===== src/rtl/loader_pkg.sv =====
// Shared types and constants for the boot loader: FSM states and the RAM
// write-size encoding (matches the RAM's dw_size field).
package loader_pkg;

    typedef enum logic [2:0] {
        IDLE,
        LEN_LO,
        LEN_HI,
        DATA,
        CSUM,
        DONE,
        ERR
    } state_t;

    localparam logic [1:0] SZ_NONE = 2'b00;
    localparam logic [1:0] SZ_BYTE = 2'b01;
    localparam logic [1:0] SZ_HALF = 2'b10;
    localparam logic [1:0] SZ_WORD = 2'b11;

endpackage


===== src/rtl/prog_loader_if.sv =====
// Byte-stream input and RAM write port of the boot loader, bundled together.
// The loader is the slave of the byte stream and drives the write port.
interface prog_loader_if #(
    parameter int ADDR_W = 14
);
    logic [7:0]        rx_data;
    logic              rx_valid;
    logic              rx_ready;
    logic [ADDR_W-1:0] wr_addr;
    logic [31:0]       wr_data;
    logic [1:0]        wr_size;

    modport master (
        output rx_data, rx_valid,
        input  rx_ready, wr_addr, wr_data, wr_size
    );

    modport slave (
        input  rx_data, rx_valid,
        output rx_ready, wr_addr, wr_data, wr_size
    );
endinterface


===== src/rtl/loader_word_asm.sv =====
// Assembles little-endian 32-bit words from payload bytes and keeps the
// running modulo-256 checksum. word_out is valid while word_ready is high.
module loader_word_asm (
    input  logic        clk,
    input  logic        resetn,
    input  logic        clear,
    input  logic        en,
    input  logic [7:0]  byte_in,
    output logic        word_ready,
    output logic [31:0] word_out,
    output logic [7:0]  csum
);

    logic [1:0]  lane_q, lane_d;
    logic [23:0] word_q, word_d;
    logic [7:0]  sum_q,  sum_d;

    // The fourth byte is merged combinationally so the word is available
    // in its acceptance cycle and can be registered onto the write port.
    assign word_ready = en && (lane_q == 2'd3);
    assign word_out   = {byte_in, word_q};
    assign csum       = sum_q;

    always_comb begin
        // NOTE: every signal gets a default first so no path leaves it unassigned (no latch).
        lane_d = lane_q;
        word_d = word_q;
        sum_d  = sum_q;
        if (clear) begin
            lane_d = 2'd0;
            word_d = '0;
            sum_d  = '0;
        end else if (en) begin
            lane_d = lane_q + 2'd1;
            sum_d  = sum_q + byte_in;
            case (lane_q)
                2'd0:    word_d[7:0]   = byte_in;
                2'd1:    word_d[15:8]  = byte_in;
                2'd2:    word_d[23:16] = byte_in;
                default: word_d        = '0;
            endcase
        end
    end

    // NOTE: state flops use non-blocking assignments; the reset is synchronous, so it sits inside the clocked branch.
    always_ff @(posedge clk) begin
        if (!resetn) begin
            lane_q <= 2'd0;
            word_q <= '0;
            sum_q  <= '0;
        end else begin
            lane_q <= lane_d;
            word_q <= word_d;
            sum_q  <= sum_d;
        end
    end

endmodule


===== src/rtl/prog_loader.sv =====
// Boot loader: parses MAGIC/LEN/payload/CSUM packets from a byte stream,
// writes the payload into RAM and releases the core once the image verifies.
module prog_loader
    import loader_pkg::*;
#(
    parameter logic [7:0] MAGIC     = 8'hA5,
    parameter int         MAX_WORDS = 4096,
    parameter int         TIMEOUT   = 100000,
    parameter int         ADDR_W    = 14
) (
    input  logic         clk,
    input  logic         resetn,
    prog_loader_if.slave bus,
    output logic         core_hold,
    output logic         done,
    output logic         error
);

    localparam int IDX_W = ADDR_W - 2;
    localparam int CNT_W = $clog2(TIMEOUT + 1);

    state_t            state_q, state_d;
    logic [7:0]        len_lo_q, len_lo_d;
    logic [15:0]       len_q, len_d;
    logic [IDX_W-1:0]  word_idx_q, word_idx_d;
    logic [CNT_W-1:0]  idle_cnt_q, idle_cnt_d;
    logic [1:0]        wr_size_q, wr_size_d;
    logic [ADDR_W-1:0] wr_addr_q, wr_addr_d;
    logic [31:0]       wr_data_q, wr_data_d;

    logic        accept, is_magic, timed, timeout_hit, last_word;
    logic [15:0] len_w;
    logic        asm_clear, asm_en, word_ready;
    logic [31:0] asm_word;
    logic [7:0]  csum;

    assign accept      = bus.rx_valid && bus.rx_ready;
    assign is_magic    = (bus.rx_data == MAGIC);
    assign len_w       = {bus.rx_data, len_lo_q};
    assign last_word   = (16'(word_idx_q) + 16'd1 == len_q);
    assign timed       = (state_q == LEN_LO) || (state_q == LEN_HI) ||
                         (state_q == DATA)   || (state_q == CSUM);
    assign timeout_hit = timed && !accept && (idle_cnt_q == CNT_W'(TIMEOUT - 1));

    loader_word_asm u_word_asm (
        .clk        (clk),
        .resetn     (resetn),
        .clear      (asm_clear),
        .en         (asm_en),
        .byte_in    (bus.rx_data),
        .word_ready (word_ready),
        .word_out   (asm_word),
        .csum       (csum)
    );

    always_ff @(posedge clk) begin
        if (!resetn) state_q <= IDLE;
        else         state_q <= state_d;
    end

    always_comb begin
        state_d = state_q;
        unique case (state_q)
            IDLE:   if (accept && is_magic) state_d = LEN_LO;
            LEN_LO: if (accept) state_d = LEN_HI;
            LEN_HI: if (accept) begin
                        if (len_w > 16'(MAX_WORDS)) state_d = ERR;
                        else if (len_w == 16'd0)    state_d = CSUM;
                        else                        state_d = DATA;
                    end
            DATA:   if (word_ready && last_word) state_d = CSUM;
            CSUM:   if (accept) state_d = (bus.rx_data == csum) ? DONE : ERR;
            DONE:   state_d = DONE;
            ERR:    if (accept && is_magic) state_d = LEN_LO;
            default: state_d = IDLE;
        endcase
        if (timeout_hit) state_d = ERR;
    end

    always_comb begin
        bus.rx_ready = (state_q != DONE);
        done         = (state_q == DONE);
        core_hold    = (state_q != DONE);
        error        = (state_q == ERR);
    end

    // Datapath: length capture, word indexing, idle timer and the write pulse.
    always_comb begin
        len_lo_d   = len_lo_q;
        len_d      = len_q;
        word_idx_d = word_idx_q;
        idle_cnt_d = (timed && !accept) ? idle_cnt_q + 1'b1 : '0;
        wr_size_d  = SZ_NONE;
        wr_addr_d  = wr_addr_q;
        wr_data_d  = wr_data_q;
        asm_clear  = 1'b0;
        asm_en     = 1'b0;
        if (accept) begin
            unique case (state_q)
                IDLE, ERR: if (is_magic) begin
                    asm_clear  = 1'b1;
                    word_idx_d = '0;
                    len_lo_d   = '0;
                    len_d      = '0;
                end
                LEN_LO: len_lo_d = bus.rx_data;
                LEN_HI: len_d    = len_w;
                DATA: begin
                    asm_en = 1'b1;
                    if (word_ready) begin
                        wr_size_d  = SZ_WORD;
                        wr_addr_d  = {word_idx_q, 2'b00};
                        wr_data_d  = asm_word;
                        word_idx_d = word_idx_q + 1'b1;
                    end
                end
                default: ;
            endcase
        end
    end

    always_ff @(posedge clk) begin
        if (!resetn) begin
            len_lo_q   <= '0;
            len_q      <= '0;
            word_idx_q <= '0;
            idle_cnt_q <= '0;
            wr_size_q  <= SZ_NONE;
            wr_addr_q  <= '0;
            wr_data_q  <= '0;
        end else begin
            len_lo_q   <= len_lo_d;
            len_q      <= len_d;
            word_idx_q <= word_idx_d;
            idle_cnt_q <= idle_cnt_d;
            wr_size_q  <= wr_size_d;
            wr_addr_q  <= wr_addr_d;
            wr_data_q  <= wr_data_d;
        end
    end

    assign bus.wr_size = wr_size_q;
    assign bus.wr_addr = wr_addr_q;
    assign bus.wr_data = wr_data_q;

endmodule


===== src/flat_wrapper.sv =====
// flat-port wrapper written by rule: the top's interface ports become plain ports
module prog_loader_flat import loader_pkg::*;
#(
    parameter logic [7:0] MAGIC     = 8'hA5,
    parameter int         MAX_WORDS = 4096,
    parameter int         TIMEOUT   = 100000,
    parameter int         ADDR_W    = 14
)
  (clk, resetn, core_hold, done, error, bus_rx_data, bus_rx_valid, bus_rx_ready, bus_wr_addr, bus_wr_data, bus_wr_size);
  prog_loader_if #(.ADDR_W(ADDR_W)) bus_i ();
  input  logic clk;
  input  logic resetn;
  output logic core_hold;
  output logic done;
  output logic error;
  input wire logic [$bits(bus_i.rx_data)-1:0] bus_rx_data;
  input wire logic [$bits(bus_i.rx_valid)-1:0] bus_rx_valid;
  output wire logic [$bits(bus_i.rx_ready)-1:0] bus_rx_ready;
  output wire logic [$bits(bus_i.wr_addr)-1:0] bus_wr_addr;
  output wire logic [$bits(bus_i.wr_data)-1:0] bus_wr_data;
  output wire logic [$bits(bus_i.wr_size)-1:0] bus_wr_size;
  assign bus_i.rx_data = bus_rx_data;
  assign bus_i.rx_valid = bus_rx_valid;
  assign bus_rx_ready = bus_i.rx_ready;
  assign bus_wr_addr = bus_i.wr_addr;
  assign bus_wr_data = bus_i.wr_data;
  assign bus_wr_size = bus_i.wr_size;
  prog_loader #(.MAGIC(MAGIC), .MAX_WORDS(MAX_WORDS), .TIMEOUT(TIMEOUT), .ADDR_W(ADDR_W)) u_core (.clk(clk), .resetn(resetn), .bus(bus_i), .core_hold(core_hold), .done(done), .error(error));
endmodule

===== config.mk =====
export PLATFORM = sky130hd
export DESIGN_NAME = prog_loader_flat
export DESIGN_NICKNAME = d
export VERILOG_FILES = /design/src/rtl/loader_pkg.sv /design/src/rtl/prog_loader_if.sv /design/src/rtl/loader_word_asm.sv /design/src/rtl/prog_loader.sv /design/src/flat_wrapper.sv
export SDC_FILE = /design/constraint.sdc
export NUM_CORES = 1
export LEC_CHECK = 0
export CAP_MARGIN = 15
export CORE_UTILIZATION = 52
export CTS_CLUSTER_SIZE = 30
export DETAILED_ROUTE_END_ITERATION = 8
export GPL_TIMING_DRIVEN = 1
export HOLD_SLACK_MARGIN = 0.06
export PLACE_DENSITY = 0.77
export SLEW_MARGIN = 20
export SYNTH_ARGS = -nofsm -noshare
export SYNTH_HDL_FRONTEND = slang
export SYNTH_SLANG_ARGS = --single-unit

===== constraint.sdc =====
create_clock -name clk -period 2.3 [get_ports clk]
set_input_delay 0.46 -clock clk [delete_from_list [all_inputs] [get_ports clk]]
set_output_delay 0.46 -clock clk [all_outputs]
set_load 0.05 [all_outputs]

==> results.md <==
- Outcome: complete, no violations
- Critical path class: input port to register
- DR pass1 iterations: 5
- Post-synth EDFFs: 0
- RD Place Congestion: 0.904
- Sw Share: 21.6%
- Data required time of the worst path: 2.64 ns
- Die span in y: 113 um
- Storage cell area: 0.00270 mm2
- Setup TNS Final: 0 ns
- Overflow after GRT: 0
- Setup crit end kind: register
- Gr usage total: 27.4%
- Area of the multi-input gates: 0.00346 mm2
- # diodes: 0
- Post-Syn Area: 0.00639 mm2
- # fillers: 944
- Core Footprint: 0.0120 mm2
- Comb pwr share: 3.5%
- Vias in the first global route: 6007
- # setup viols final: 0
- Setup WS post-layout: 0.0545 ns
- Number of remaining DRC errors: 0
- Synth Register Bits: 135
- Peak supply drop: 0.000520 V
- Final net count: 906
- Maximum clock insertion buffer count: 2
- Starting Density: 53.2%
- Sw power: 1.11 mW
- Path type of the worst min-delay path: register to register
- Post-synth top flop: dfxtp_1
- Wire per inst: 16.2 um
- Final Hold Fails: 0
- Clock power share: 51.1%
- CTS tree: built
- Vias per std cell: 5.73
- Clk slew on worst S/H paths: 0.06 ns
- LEAKAGE: 2.88 nW
- Clock skew: 0.00760 ns
- Detail Placement HPWL: 11.4 mm
- TritonCTS Buffers: 17
- Pwr/cell area: 634 mW/mm2
- Mapped Cells: 790
- Yosys synthesis warning count: 0
- Commonest non-fill, non-tap cells in the layout: nand2_1 (159), dfxtp_1 (135), buf_4 (65)
- Root Driver: clkbuf_16
- Reg power frac: 45.4%
- Max-slew violations: 0
- Most common cell after layout, fill and taps aside: nand2_1
- Crit-path max FO: 2
- Largest net degree at the start of global routing: 49
- Fin util: 67.7%
- First-pass GRT wire length: 28.0 mm
- Share of post-route cells with drive strength above 1: 14.3%
- Distinct cells, synth: 61
- I/O pins: 63
- Initial DRC count: 372
- Place WS: -0.648 ns
- Initial antenna violation count: 0
- MaxCap Viol Count: 0
- Tcrit/Tclk final: 97.6%
- Sequential area share after synthesis: 42.3%
- Die extent in x: 113 um
- Minimum clock period: 2.25 ns
- RSZ-0062 raised after global routing: true
- Die area: 0.0127 mm2
- TritonCTS Sinks: 135
- Worst-Skew Late Latency: 0.42 ns
- Arrival @ worst endpoint: 2.58 ns
- H-tree depth: 4
- Worst-margin pin slew: 0.628 ns
- # port buffers: 60
- Asr flop ratio synth: 0%
- Power Internal: 4.04 mW
- Layout area overhead: 27.3%
- Via count: 5969
- CP startpoint kind: input port
- Slew HR: 58.1%
- WL final: 16.8 mm
- Avg Inst Size Synth: 8.08 um2
- Post-DRT Antenna Nets: 0
- F_max: 445 MHz
- FP Rows: 40
==> kinds of logic after synthesis <==
family | Yosys count | share of synthesized area, %
flops | 135 | 42.3
buf+inv | 71 | 4.80
other cells | 1 | 0.0587
fa+ha+maj | 14 | 2.86
mux | 1 | 0.157
simple gates | 353 | 26.4
xor+xnor | 32 | 4.39
compound gates | 183 | 19.0
==> routing by layer <==
metal / vias up / part of all wire [%] / routed length (um) / track usage [%]
li1: 2905 / - / - / -
met1: 2846 / 42 / 7110 / 31.6
met2: 181 / 51 / 8530 / 49.3
met3: 37 / 5.2 / 878 / 5.68
met4: 0 / 2.0 / 329 / 11.6
met5: - / 0 / 0 / 0
==> area by class of cell <==
class	count	area share, %
clock buffer	21	5.54
clock inverter	11	1.52
inverter	15	0.693
multi-input combinational	585	42.5
sequential	135	33.3
tap	147	2.26
timing repair buffer	127	14.2
==> timing repair <==
action	in CTS	in global routing
gates resized for setup	4	19
hold buffers	0	0
setup endpoints to repair	2	8
pin swaps	2	3
setup buffers	0	3
==> worst max-delay path: stages <==
cell	delay (ns)
clkdlybuf4s50_1	0.45
ha_1	0.33
a21o_1	0.20
a21oi_2	0.17
o21ai_2	0.10
a2111oi_2	0.35
o211ai_1	0.18
a21o_1	0.20
a21oi_1	0.15
==> final timing paths <==
kind	startpoint	to	slack, ns	cells past startpoint
max reg2reg	u_core.word_idx_q[0]	u_core.state_q[2]	0.10	9
min	u_core.u_word_asm.word_q[7]	u_core.u_word_asm.word_q[7]	0.45	2
min reg2reg	u_core.u_word_asm.word_q[7]	u_core.u_word_asm.word_q[7]	0.45	2
max	bus_rx_data[1]	u_core.u_word_asm.csum[7]	0.05	9
==> sequential cells by signal, indices dropped and copies added (netlist names) <==
register / cells
u_core.bus.wr_addr: 12
u_core.bus.wr_data: 32
u_core.bus.wr_size: 1
u_core.idle_cnt_q: 17
u_core.len_lo_q: 8
u_core.len_q: 16
u_core.state_q: 3
u_core.u_word_asm.csum: 8
u_core.u_word_asm.lane_q: 2
u_core.u_word_asm.word_q: 24
u_core.word_idx_q: 12
==> metrics by stage <==
stage	total power, mW	instance area, um2	instances	hold slack (ns)
after CTS	5.17	8040	1038	0.454
after floorplan	2.48	6390	791	0.431
after detailed placement	2.56	7460	1006	0.447
after global placement	2.56	7460	1006	0.438
final	5.15	8130	1041	0.452
after global routing	5.29	8130	1041	0.472
==> cells in the mapped netlist, types with 8 or more instances <==
cell	n	area (um2)
nand2_1	160	601
dfxtp_1	135	2700
nand3_1	60	300
a21boi_0	57	428
a21oi_1	50	250
nor2_1	39	146
clkbuf_1	31	116
o21ai_0	23	115
a21boi_1	16	120
nor3_1	16	80.1
xnor2_1	16	140
xor2_1	16	140
inv_1	14	52.6
ha_1	13	163
nor2b_1	12	75.1
or3_1	12	75.1
buf_2	11	55.1
and3_1	9	56.3
a22oi_1	8	60.1
buf_1	8	30.0
==> power by group through the flow <==
stage,clock (mW),combinational [mW],sequential [mW]
detailed placement,0,0.170,2.39
global placement,0,0.166,2.39
global route,2.76,0.188,2.34
finish,2.63,0.178,2.34
floorplan,0,0.0922,2.39
CTS,2.66,0.171,2.34
No activity file was read; power rests on OpenSTA's default activity.
